**src/rtl/cursor_controller.sv**
```systemverilog
// Chess-board cursor and square-selection controller: debounced keys move the cursor; the lock switch selects and commits a move.
// Optional auto-repeat of a held direction key is compiled in with CURSOR_AUTOREPEAT_EN.
module cursor_controller #(
  parameter int DEBOUNCE_CYCLES = 500000,
  parameter int REPEAT_CYCLES   = 12500000
) (
  input  logic       clock,
  input  logic       globalReset_n,
  input  logic       KeyLeft,
  input  logic       KeyUp,
  input  logic       KeyDown,
  input  logic       KeyRight,
  input  logic       LockSwitch,
  input  logic       enable,
  output logic [2:0] cursorX,
  output logic [2:0] cursorY,
  output logic       selValid,
  output logic [2:0] selX,
  output logic [2:0] selY,
  output logic       moveValid,
  output logic [2:0] moveFromX,
  output logic [2:0] moveFromY,
  output logic [2:0] moveToX,
  output logic [2:0] moveToY,
  input  logic       moveReady
);

  localparam int CW = $clog2(DEBOUNCE_CYCLES + 1);
  localparam int NI = 5;
  // Bit order doubles as key priority: left, right, up, down; bit 4 is the lock switch.
  localparam logic [NI-1:0] RST_VAL = 5'b0_1111;

  typedef enum logic [1:0] {IDLE, SELECTED, REQUEST} state_t;

  logic [NI-1:0] raw, sync1_q, sync2_q;
  logic [NI-1:0] deb_q, deb_d, prev_q, prev_d;
  logic [CW-1:0] cnt_q [NI];
  logic [CW-1:0] cnt_d [NI];
  logic [CW-1:0] settle_q, settle_d;
  logic          settling;
  logic [3:0]    fall, rep_pulse, press;
  logic          lock_ev;

  state_t     state_q, state_d;
  logic [2:0] cur_x_q, cur_x_d, cur_y_q, cur_y_d;
  logic [2:0] sel_x_q, sel_x_d, sel_y_q, sel_y_d;
  logic [2:0] from_x_q, from_x_d, from_y_q, from_y_d;
  logic [2:0] to_x_q, to_x_d, to_y_q, to_y_d;

  assign raw = {LockSwitch, KeyDown, KeyUp, KeyRight, KeyLeft};

  always_ff @(posedge clock or negedge globalReset_n) begin
    if (!globalReset_n) begin
      sync1_q <= RST_VAL;
      sync2_q <= RST_VAL;
    end else begin
      sync1_q <= raw;
      sync2_q <= sync1_q;
    end
  end

  assign settling = (settle_q != CW'(DEBOUNCE_CYCLES));

  // While settling, the lock state follows its input and edge history is kept equal to it so no event can leak out.
  always_comb begin
    settle_d = settling ? settle_q + CW'(1) : settle_q;
    for (int i = 0; i < NI; i++) begin
      deb_d[i] = deb_q[i];
      cnt_d[i] = '0;
      if (settling && i == NI - 1) begin
        deb_d[i] = sync2_q[i];
      end else if (sync2_q[i] != deb_q[i]) begin
        if (cnt_q[i] == CW'(DEBOUNCE_CYCLES - 1)) deb_d[i] = sync2_q[i];
        else cnt_d[i] = cnt_q[i] + CW'(1);
      end
      prev_d[i] = settling ? deb_d[i] : deb_q[i];
    end
  end

  always_ff @(posedge clock or negedge globalReset_n) begin
    if (!globalReset_n) begin
      deb_q    <= RST_VAL;
      prev_q   <= RST_VAL;
      settle_q <= '0;
      for (int i = 0; i < NI; i++) cnt_q[i] <= '0;
    end else begin
      deb_q    <= deb_d;
      prev_q   <= prev_d;
      settle_q <= settle_d;
      for (int i = 0; i < NI; i++) cnt_q[i] <= cnt_d[i];
    end
  end

  assign fall = prev_q[3:0] & ~deb_q[3:0];

`ifdef CURSOR_AUTOREPEAT_EN
  localparam int RW = $clog2(REPEAT_CYCLES + 1);
  logic [RW-1:0] rep_q, rep_d;
  logic [3:0]    held, top_held;

  assign held     = ~deb_q[3:0];
  assign top_held = held & (~held + 4'd1);

  // The repeat period restarts on every fresh press and only the top-priority held key repeats.
  always_comb begin
    rep_d     = rep_q + RW'(1);
    rep_pulse = '0;
    if (settling || held == 4'd0 || fall != 4'd0) begin
      rep_d = '0;
    end else if (rep_q == RW'(REPEAT_CYCLES - 1)) begin
      rep_pulse = top_held;
      rep_d     = '0;
    end
  end

  always_ff @(posedge clock or negedge globalReset_n) begin
    if (!globalReset_n) rep_q <= '0;
    else rep_q <= rep_d;
  end
`else
  if (REPEAT_CYCLES < 0) begin : g_no_repeat
  end
  assign rep_pulse = 4'd0;
`endif

  assign press   = (fall | rep_pulse) & {4{enable & ~settling}};
  assign lock_ev = (prev_q[4] ^ deb_q[4]) & enable & ~settling;

  // The FSM looks only at the registered cursor, so a same-cycle press moves the cursor after selection.
  always_comb begin
    state_d  = state_q;
    cur_x_d  = cur_x_q;
    cur_y_d  = cur_y_q;
    sel_x_d  = sel_x_q;
    sel_y_d  = sel_y_q;
    from_x_d = from_x_q;
    from_y_d = from_y_q;
    to_x_d   = to_x_q;
    to_y_d   = to_y_q;
    if (state_q != REQUEST) begin
      if (press[0])      cur_x_d = cur_x_q - 3'd1;
      else if (press[1]) cur_x_d = cur_x_q + 3'd1;
      else if (press[2]) cur_y_d = cur_y_q - 3'd1;
      else if (press[3]) cur_y_d = cur_y_q + 3'd1;
    end
    case (state_q)
      IDLE: begin
        if (lock_ev) begin
          sel_x_d = cur_x_q;
          sel_y_d = cur_y_q;
          state_d = SELECTED;
        end
      end
      SELECTED: begin
        if (lock_ev) begin
          if (cur_x_q == sel_x_q && cur_y_q == sel_y_q) begin
            state_d = IDLE;
          end else begin
            from_x_d = sel_x_q;
            from_y_d = sel_y_q;
            to_x_d   = cur_x_q;
            to_y_d   = cur_y_q;
            state_d  = REQUEST;
          end
        end
      end
      REQUEST: begin
        if (moveReady) state_d = IDLE;
      end
      default: state_d = IDLE;
    endcase
  end

  always_ff @(posedge clock or negedge globalReset_n) begin
    if (!globalReset_n) begin
      state_q  <= IDLE;
      cur_x_q  <= '0;
      cur_y_q  <= '0;
      sel_x_q  <= '0;
      sel_y_q  <= '0;
      from_x_q <= '0;
      from_y_q <= '0;
      to_x_q   <= '0;
      to_y_q   <= '0;
    end else begin
      state_q  <= state_d;
      cur_x_q  <= cur_x_d;
      cur_y_q  <= cur_y_d;
      sel_x_q  <= sel_x_d;
      sel_y_q  <= sel_y_d;
      from_x_q <= from_x_d;
      from_y_q <= from_y_d;
      to_x_q   <= to_x_d;
      to_y_q   <= to_y_d;
    end
  end

  assign cursorX   = cur_x_q;
  assign cursorY   = cur_y_q;
  assign selValid  = (state_q != IDLE);
  assign selX      = sel_x_q;
  assign selY      = sel_y_q;
  assign moveValid = (state_q == REQUEST);
  assign moveFromX = from_x_q;
  assign moveFromY = from_y_q;
  assign moveToX   = to_x_q;
  assign moveToY   = to_y_q;

endmodule
```
**config.mk**
```make
export PLATFORM = sky130hd
export DESIGN_NAME = cursor_controller
export DESIGN_NICKNAME = d
export VERILOG_FILES = /design/src/rtl/cursor_controller.sv
export SDC_FILE = /design/constraint.sdc
export NUM_CORES = 1
export LEC_CHECK = 0
export ABC_AREA = 1
export BUFFER_PORTS_ARGS = -buffer_cell sky130_fd_sc_hd__buf_2
export CAP_MARGIN = 25
export CORE_MARGIN = 10
export CORE_UTILIZATION = 62
export CTS_CLUSTER_DIAMETER = 30
export DETAILED_ROUTE_END_ITERATION = 10
export PLACE_DENSITY_LB_ADDON = 0.3
export SYNTH_ARGS = -nofsm -noshare
export SYNTH_HDL_FRONTEND = slang
export SYNTH_SLANG_ARGS = --single-unit
```
**constraint.sdc**
```tcl
create_clock -name clock -period 2.7 [get_ports clock]
set_input_delay 0.135 -clock clock [delete_from_list [all_inputs] [get_ports clock]]
set_output_delay 0.135 -clock clock [all_outputs]
set_load 0.05 [all_outputs]
```
==> results of run 1 <==
==> final cells by class <==
type | instances | area (um^2)
Timing Repair Buffer | 43 | 274.0
Multi-Input combinational cell | 692 | 3776
Antenna cell | 1 | 2.502
Sequential cell | 160 | 4024
Clock inverter | 15 | 150.1
Tap cell | 176 | 220.2
Inverter | 122 | 457.9
Fill cell | 995 | 3860
Clock buffer | 17 | 425.4
==> path summary, 6_finish.rpt <==
| check | start | end | slack, ps | cells after the start |
|---|---|---|---|---|
| max | settle_q[0] | moveToX[1] | 530 | 9 |
| min | enable | state_q[1] | 110 | 3 |
| max reg2reg | settle_q[0] | moveToX[1] | 530 | 9 |
| min reg2reg | sync1_q[4] | sync2_q[4] | 350 | 0 |
| max in group asynchronous | globalReset_n | prev_q[0] | 1630 | 3 |
| min in group asynchronous | globalReset_n | cnt_q[72] | 250 | 2 |
==> per-layer routing <==
metal  wire (um)  up-vias
li1            -     3307
met1        7717     3071
met2        8152      114
met3         495       27
met4         252        0
met5           0        -
==> what timing repair did <==
action	4_1_cts	5_1_grt
setup endpoints to repair	0	0
endpoints found under the hold margin	59	0
hold buffers	7	0
buffers inserted	0	0
==> layout by cell type (no fill, tap or decap), drive strengths merged, types with 16 or more instances in the layout <==
| master | netlist | final |
|---|---|---|
| a21oi | 29 | 29 |
| dfstp | 16 | 16 |
| nor2 | 179 | 179 |
| nor3 | 39 | 39 |
| nand3 | 66 | 66 |
| dfrtp | 144 | 144 |
| inv | 120 | 127 |
| xor2 | 48 | 48 |
| clkbuf | 0 | 17 |
| buf | 8 | 36 |
| nand4 | 44 | 44 |
| nand2 | 183 | 183 |
| o21ai | 34 | 34 |
==> worst max-delay path, cell delays in order, from the launching register on <==
cell and delay (ps):
sky130_fd_sc_hd__dfrtp_1 410, sky130_fd_sc_hd__inv_1 100, sky130_fd_sc_hd__ha_1 240, sky130_fd_sc_hd__nand3_1 100
sky130_fd_sc_hd__nor2_1 120, sky130_fd_sc_hd__nand3_2 200, sky130_fd_sc_hd__nor2_4 180, sky130_fd_sc_hd__nand3_2 410
sky130_fd_sc_hd__nand2_1 210, sky130_fd_sc_hd__o21ai_2 70
==> kinds of logic (layout without fill, tap and decap cells) <==
kind of cell	count (synthesis)	count (layout)	synth area share, %
simple gates	543	543	31.70
flops	160	160	48.35
xor+xnor	56	56	5.893
fa+ha+maj	9	9	1.533
compound gates	84	84	6.239
other cells	0	1	0
buf+inv	130	197	6.284
==> flip-flops by register name, indices dropped and copies added (netlist names), named ones only <==
| register | cells |
|---|---|
| cnt_q | 95 |
| settle_q | 19 |
| prev_q | 5 |
| sync1_q | 5 |
| sync2_q | 5 |
| deb_q | 4 |
| cursorX | 3 |
| cursorY | 3 |
| moveFromX | 3 |
| moveFromY | 3 |
| moveToX | 3 |
| moveToY | 3 |
| selX | 3 |
| selY | 3 |
| state_q | 2 |
==> power by group through the flow <==
| stage | clock [mW] | sequential, mW | combinational [mW] |
|---|---|---|---|
| finish | 2.34 | 2.45 | 0.133 |
| global placement | 0 | 2.49 | 0.128 |
| CTS | 2.38 | 2.45 | 0.138 |
| global route | 2.48 | 2.45 | 0.155 |
| detailed placement | 0 | 2.49 | 0.129 |
| floorplan | 0 | 2.49 | 0.0563 |
==> metrics.log, run 1 <==
INFO  metric final_layout_size_suffix_gt1_share = between 10% and 20%
INFO  metric dp_worst_setup_slack = 580.8 ps
INFO  metric share_comb_of_total_power = approximately 2.7%
INFO  metric worst_ep_arrival_time = roughly 2500 ps
INFO  metric peakVddDrop = a little over 500 uV
INFO  metric grt_util_met1 = about 24%
INFO  metric static_leakage = ~4.2 nW
INFO  metric max_freq = around 460 MHz
INFO  metric overflow = 0
INFO  metric setup_slack = around 530 ps
INFO  metric synth.net_count = 1000
INFO  metric clock_period_minus_worst_slack = 2169 ps
INFO  metric synth_sequential_area_ratio = between 40% and 50%
INFO  metric synth.lib_cells_used.distinct = 48
INFO  metric cts_sinks = 160
INFO  metric syn_inst = just under 1000
INFO  metric cts-root-to-sink-buffers = 2
INFO  metric routed_wirelength = between 15 and 20 mm
INFO  metric global_route.usage.met3 = under 10%
INFO  metric synth_top_cell_area_share = a little over two fifths
INFO  metric switching_share = 23.56%
INFO  metric skew = between 10 and 15 ps
INFO  metric synth.most_common_cell = sky130_fd_sc_hd__nand2_1
INFO  metric drt_first_iter_violations = 416
INFO  metric via_count = approximately 6500
INFO  metric drt_pass_1_iters = 5
INFO  metric cts_buffers = 17
INFO  metric synth_common_cells = 178 x sky130_fd_sc_hd__nand2_1, 162 x sky130_fd_sc_hd__nor2_1, 144 x sky130_fd_sc_hd__dfrtp_1
INFO  metric synth_edf_count = 0
INFO  metric detail-route-antenna-nets = 0
INFO  metric utilization = between 70% and 80%
INFO  metric power.sequential.fraction = between 40% and 50%
INFO  metric setup-tns-final = 0 ps
INFO  metric dominantRegCellSynth = sky130_fd_sc_hd__dfrtp_1
INFO  metric synthDominantAreaCellType = sky130_fd_sc_hd__dfrtp_1
INFO  metric final_hold_viol_count = 0
INFO  metric endpoint_kind = register
INFO  metric dp.final_hpwl = roughly 12 mm
INFO  metric drcViolationCount = 0
INFO  metric fin_cells = between 1000 and 1500
INFO  metric route.detailed.vias_per_inst = between 5 and 6
INFO  metric fin_hold_ws = roughly 110 ps
INFO  metric worst_setup_path_category = register to register
INFO  metric portBuffers = 34
INFO  metric synth_async_sr_flop_share = 100.0%
INFO  metric grt_max_degree = 78
INFO  metric min_period_over_period = 80.34%
INFO  metric setup_violations = 0
INFO  metric drv_slew = 0
INFO  metric intPower = ~3.8 mW
INFO  metric grt-busiest-layer = met2
INFO  metric unrepaired_setup_endpoints_after_global_routing = no
INFO  metric result_of_the_run = complete, no violations
INFO  metric total_number_of_nets_in_the_final_design = 1054
INFO  metric design.core.area = about 13000 um^2
INFO  metric ctsResizeCount = 0
INFO  metric gpl_wtd_cong = 0.9262
INFO  metric insertion_delay = 430 ps
INFO  metric power_density = roughly 530 nW/um^2
INFO  metric htree_levels = 4
INFO  metric die_ht = roughly 140 um
INFO  metric synth_area_leaders = sky130_fd_sc_hd__dfrtp_1 43%, sky130_fd_sc_hd__nand2_1 8.0%, sky130_fd_sc_hd__nor2_1 7.3%, sky130_fd_sc_hd__inv_1 5.1%, sky130_fd_sc_hd__dfstp_2 5.1%
INFO  metric grtUsageMet2 = a little under a third
INFO  metric cts.reportedPaths.clkPinSlew = 70 ps
INFO  metric total_switching_power = roughly 1.2 mW
INFO  metric floorplan_die_area = about 18000 um^2
INFO  metric antenna_found_initial = 1
INFO  metric grt_pass1_vias = 6284
INFO  metric die_x = around 140 um
INFO  metric synthesis.area = 8323 um^2
INFO  metric slew_headroom = around half
INFO  metric wire_per_inst = 13.56 um
INFO  metric grt_use_total = around a fifth
INFO  metric worst_ep_required_time = 3010 ps
INFO  metric post-route-cell-area = between 9000 and 10000 um^2
INFO  metric fp-row-count = 42
INFO  metric area.growth.synth_to_final = 12.10%
INFO  metric synth.avg_cell_area = approximately 8.5 um^2
INFO  metric cts.root.buffer_cell = sky130_fd_sc_hd__clkbuf_16
INFO  metric placedInstanceArea = about 8700 um^2
INFO  metric dpl.cell_count = around 1200
INFO  metric timing.critical_path.fanout_max = 20
INFO  metric p_clk_share = 47.5%
INFO  metric maxCapViolations = 0
INFO  metric min_path_type = input pin to register
INFO  metric num_io_pins = 35
INFO  metric start_util = a little over three fifths
INFO  metric ys_seq_elements = 160
INFO  metric tritoncts = built
INFO  metric worst-slew-pin-transition = between 700 and 800 ps
INFO  metric grt_first_pass_wirelength = 28.84 mm
INFO  metric setup.worst_path.start_class = register
INFO  metric ys.warnings.count = 0
INFO  metric post-layout-total-power = ~5 mW
(Power assumes the default switching activity.)
==> inputs of run 2 (changes only) <==
==> constraint.sdc (replaced) <==
create_clock -name clock -period 2.1 [get_ports clock]
set_input_delay 0.105 -clock clock [delete_from_list [all_inputs] [get_ports clock]]
set_output_delay 0.105 -clock clock [all_outputs]
set_load 0.05 [all_outputs]
==> run 2 against run 1 <==
Against the previous run:
- hold slack worse by 26 ps
- sequential power up 28%
- clock skew down 6.7 ps
- critical endpoint is now cursorX[1]
- die area unchanged
- non-clock buffer count up 22
- critical path depth down 1
- register-to-register slack worse by 390 ps
- first-iteration DRC count up 26%
- count of clock-buffer cells in the layout unchanged
- fmax up 11%
- global-route usage up 0.63 points
==> metrics.log, run 2 (synthesis results as in run 1) <==
INFO  metric setup_slack = between 100 and 150 ps
INFO  metric area.growth.synth_to_final = 14.57%
INFO  metric top_regs = cnt_q: 95 flops, settle_q: 19 flops
INFO  metric floorplan_die_area = 18460 um^2
INFO  metric die_ht = approximately 140 um
INFO  metric cts_buffers = 17
INFO  metric tritoncts = built
INFO  metric result_of_the_run = complete, no violations
INFO  metric insertion_delay = about 430 ps
INFO  metric grt_max_degree = 60
INFO  metric setup.worst_path.start_class = register
INFO  metric cts.root.buffer_cell = sky130_fd_sc_hd__clkbuf_16
INFO  metric route.detailed.vias_per_inst = 5.331
INFO  metric overflow = 0
INFO  metric area.sequential = between 4000 and 5000 um^2
INFO  metric final_layout_size_suffix_gt1_share = 17.55%
INFO  metric max_freq = between 500 and 600 MHz
INFO  metric drcViolationCount = 0
INFO  metric drv_slew = 0
INFO  metric maxCapViolations = 0
INFO  metric min_path_type = input pin to register
INFO  metric worst_ep_arrival_time = ~2300 ps
INFO  metric num_io_pins = 35
INFO  metric die_x = about 140 um
INFO  metric wire_per_inst = around 14 um
INFO  metric htree_levels = 4
INFO  metric grt_use_total = between 15 and 20%
INFO  metric placedInstanceArea = slightly below 9000 um^2
INFO  metric worst_ep_required_time = approximately 2400 ps
INFO  metric routed_wirelength = between 15 and 20 mm
INFO  metric total_number_of_nets_in_the_final_design = approximately 1100
INFO  metric area_of_the_multi_input_gates = about 3800 um^2
INFO  metric gpl_wtd_cong = ~0.90
INFO  metric static_leakage = 4.340 nW
INFO  metric power_density = 680.8 nW/um^2
INFO  metric dp.final_hpwl = roughly 12 mm
INFO  metric worst-slew-pin-transition = 540.5 ps
INFO  metric final_common_cell = sky130_fd_sc_hd__nand2_1
INFO  metric largest-register = cnt_q
INFO  metric start_util = 63.10%
INFO  metric final_hold_viol_count = 0
INFO  metric post-route-cell-area = about 9500 um^2
INFO  metric drt_pass_1_iters = 6
INFO  metric cts.reportedPaths.clkPinSlew = approximately 70 ps
INFO  metric drt_first_iter_violations = about 520
INFO  metric grt_first_pass_wirelength = about 30 mm
INFO  metric endpoint_kind = register
INFO  metric cts-root-to-sink-buffers = 2
INFO  metric min_period_over_period = between 90 and 100%
INFO  metric clock_period_minus_worst_slack = between 1500 and 2000 ps
INFO  metric unrepaired_setup_endpoints_after_global_routing = no
INFO  metric fillers = approximately 1000
INFO  metric cts_sinks = 160
INFO  metric antenna_found_initial = 1
INFO  metric slew_headroom = a little under two thirds
INFO  metric dp_worst_setup_slack = 64.67 ps
INFO  metric portBuffers = 34
INFO  metric peakVddDrop = 796.5 uV
INFO  metric via_count = 6653
INFO  metric setup-tns-final = 0 ps
INFO  metric setup_violations = 0
INFO  metric timing.critical_path.fanout_max = 4
INFO  metric skew = roughly 7.5 ps
INFO  metric mostFrequentLayoutCells = 177 x sky130_fd_sc_hd__nand2_1, 162 x sky130_fd_sc_hd__nor2_1, 143 x sky130_fd_sc_hd__dfrtp_1
INFO  metric largest_register_ff_count = 95
INFO  metric grt_pass1_vias = 6485
INFO  metric fp-row-count = between 40 and 50
INFO  metric design.core.area = around 13000 um^2
INFO  metric worst_setup_path_category = register to register
INFO  metric detail-route-antenna-nets = 0
-- run 2: changes by cell type in the layout (fill, tap and decap cells not counted), sizes merged --
cell and delta:
buf +22, bufinv +1, clkinv -3, clkinvlp +1, inv +1
-- run 2: per-stage QoR --
stage,utilization [%],power (mW),std cells,hold WS [ps]
6_report,72.29,6.492,1248,82.98
5_1_grt,72.27,6.687,1247,90.40
4_1_cts,72.04,6.537,1245,64.97
3_5_place_dp,66.96,3.388,1206,116.0
3_3_place_gp,66.96,3.383,1206,111.6
2_1_floorplan,-,3.269,982,-190.6
-- run 2: where the power goes --
group	total [mW]	switching [mW]	internal, mW
clock network	3.15	1.37	1.79
registers	3.14	0.0260	3.12
logic	0.193	0.131	0.0615
-- run 2: layer usage --
metal	vias to the layer above	routed length (um)	track usage (%)
met3	23	643	4.539
met2	145	8557	32.10
li1	3353	-	-
met5	-	0	0
met4	0	219	5.385
met1	3132	7594	25.06
-- run 2: worst max-delay path, stage by stage (launching register included) --
cell and delay [ps]:
sky130_fd_sc_hd__dfrtp_1 400, sky130_fd_sc_hd__inv_1 110, sky130_fd_sc_hd__ha_2 240, sky130_fd_sc_hd__nand4_4 130
sky130_fd_sc_hd__nor2_8 150, sky130_fd_sc_hd__and3_4 190, sky130_fd_sc_hd__fa_2 420, sky130_fd_sc_hd__nor2_1 140
sky130_fd_sc_hd__a21oi_1 60
-- run 2: area by class of cell --
cell class / count / share of cell area, %
diodes: 1 / 0.02624
flip-flops and latches: 160 / 42.21
clock inverters: 15 / 1.824
multi-input cells: 692 / 39.76
inverters: 122 / 4.803
well taps: 176 / 2.309
clock buffers: 17 / 4.461
repair buffers: 65 / 4.606
-- run 2: what timing repair did --
action                                  4_1_cts  5_1_grt
hold endpoints to repair                     52        0
endpoints found under the setup margin        0        2
gates resized for setup                       0        9
buffers inserted                              0        2
hold buffers                                  7        0
-- run 2: final timing paths --
kind | slack, ps | start | end | cells past startpoint
min | 80 | enable | state_q[1] | 3
max | 140 | settle_q[0] | cursorX[1] | 8
max in group asynchronous | 1160 | globalReset_n | deb_q[2] | 3
max reg2reg | 140 | settle_q[0] | cursorX[1] | 8
min in group asynchronous | 210 | globalReset_n | cnt_q[41] | 2
min reg2reg | 360 | sync1_q[3] | sync2_q[3] | 0
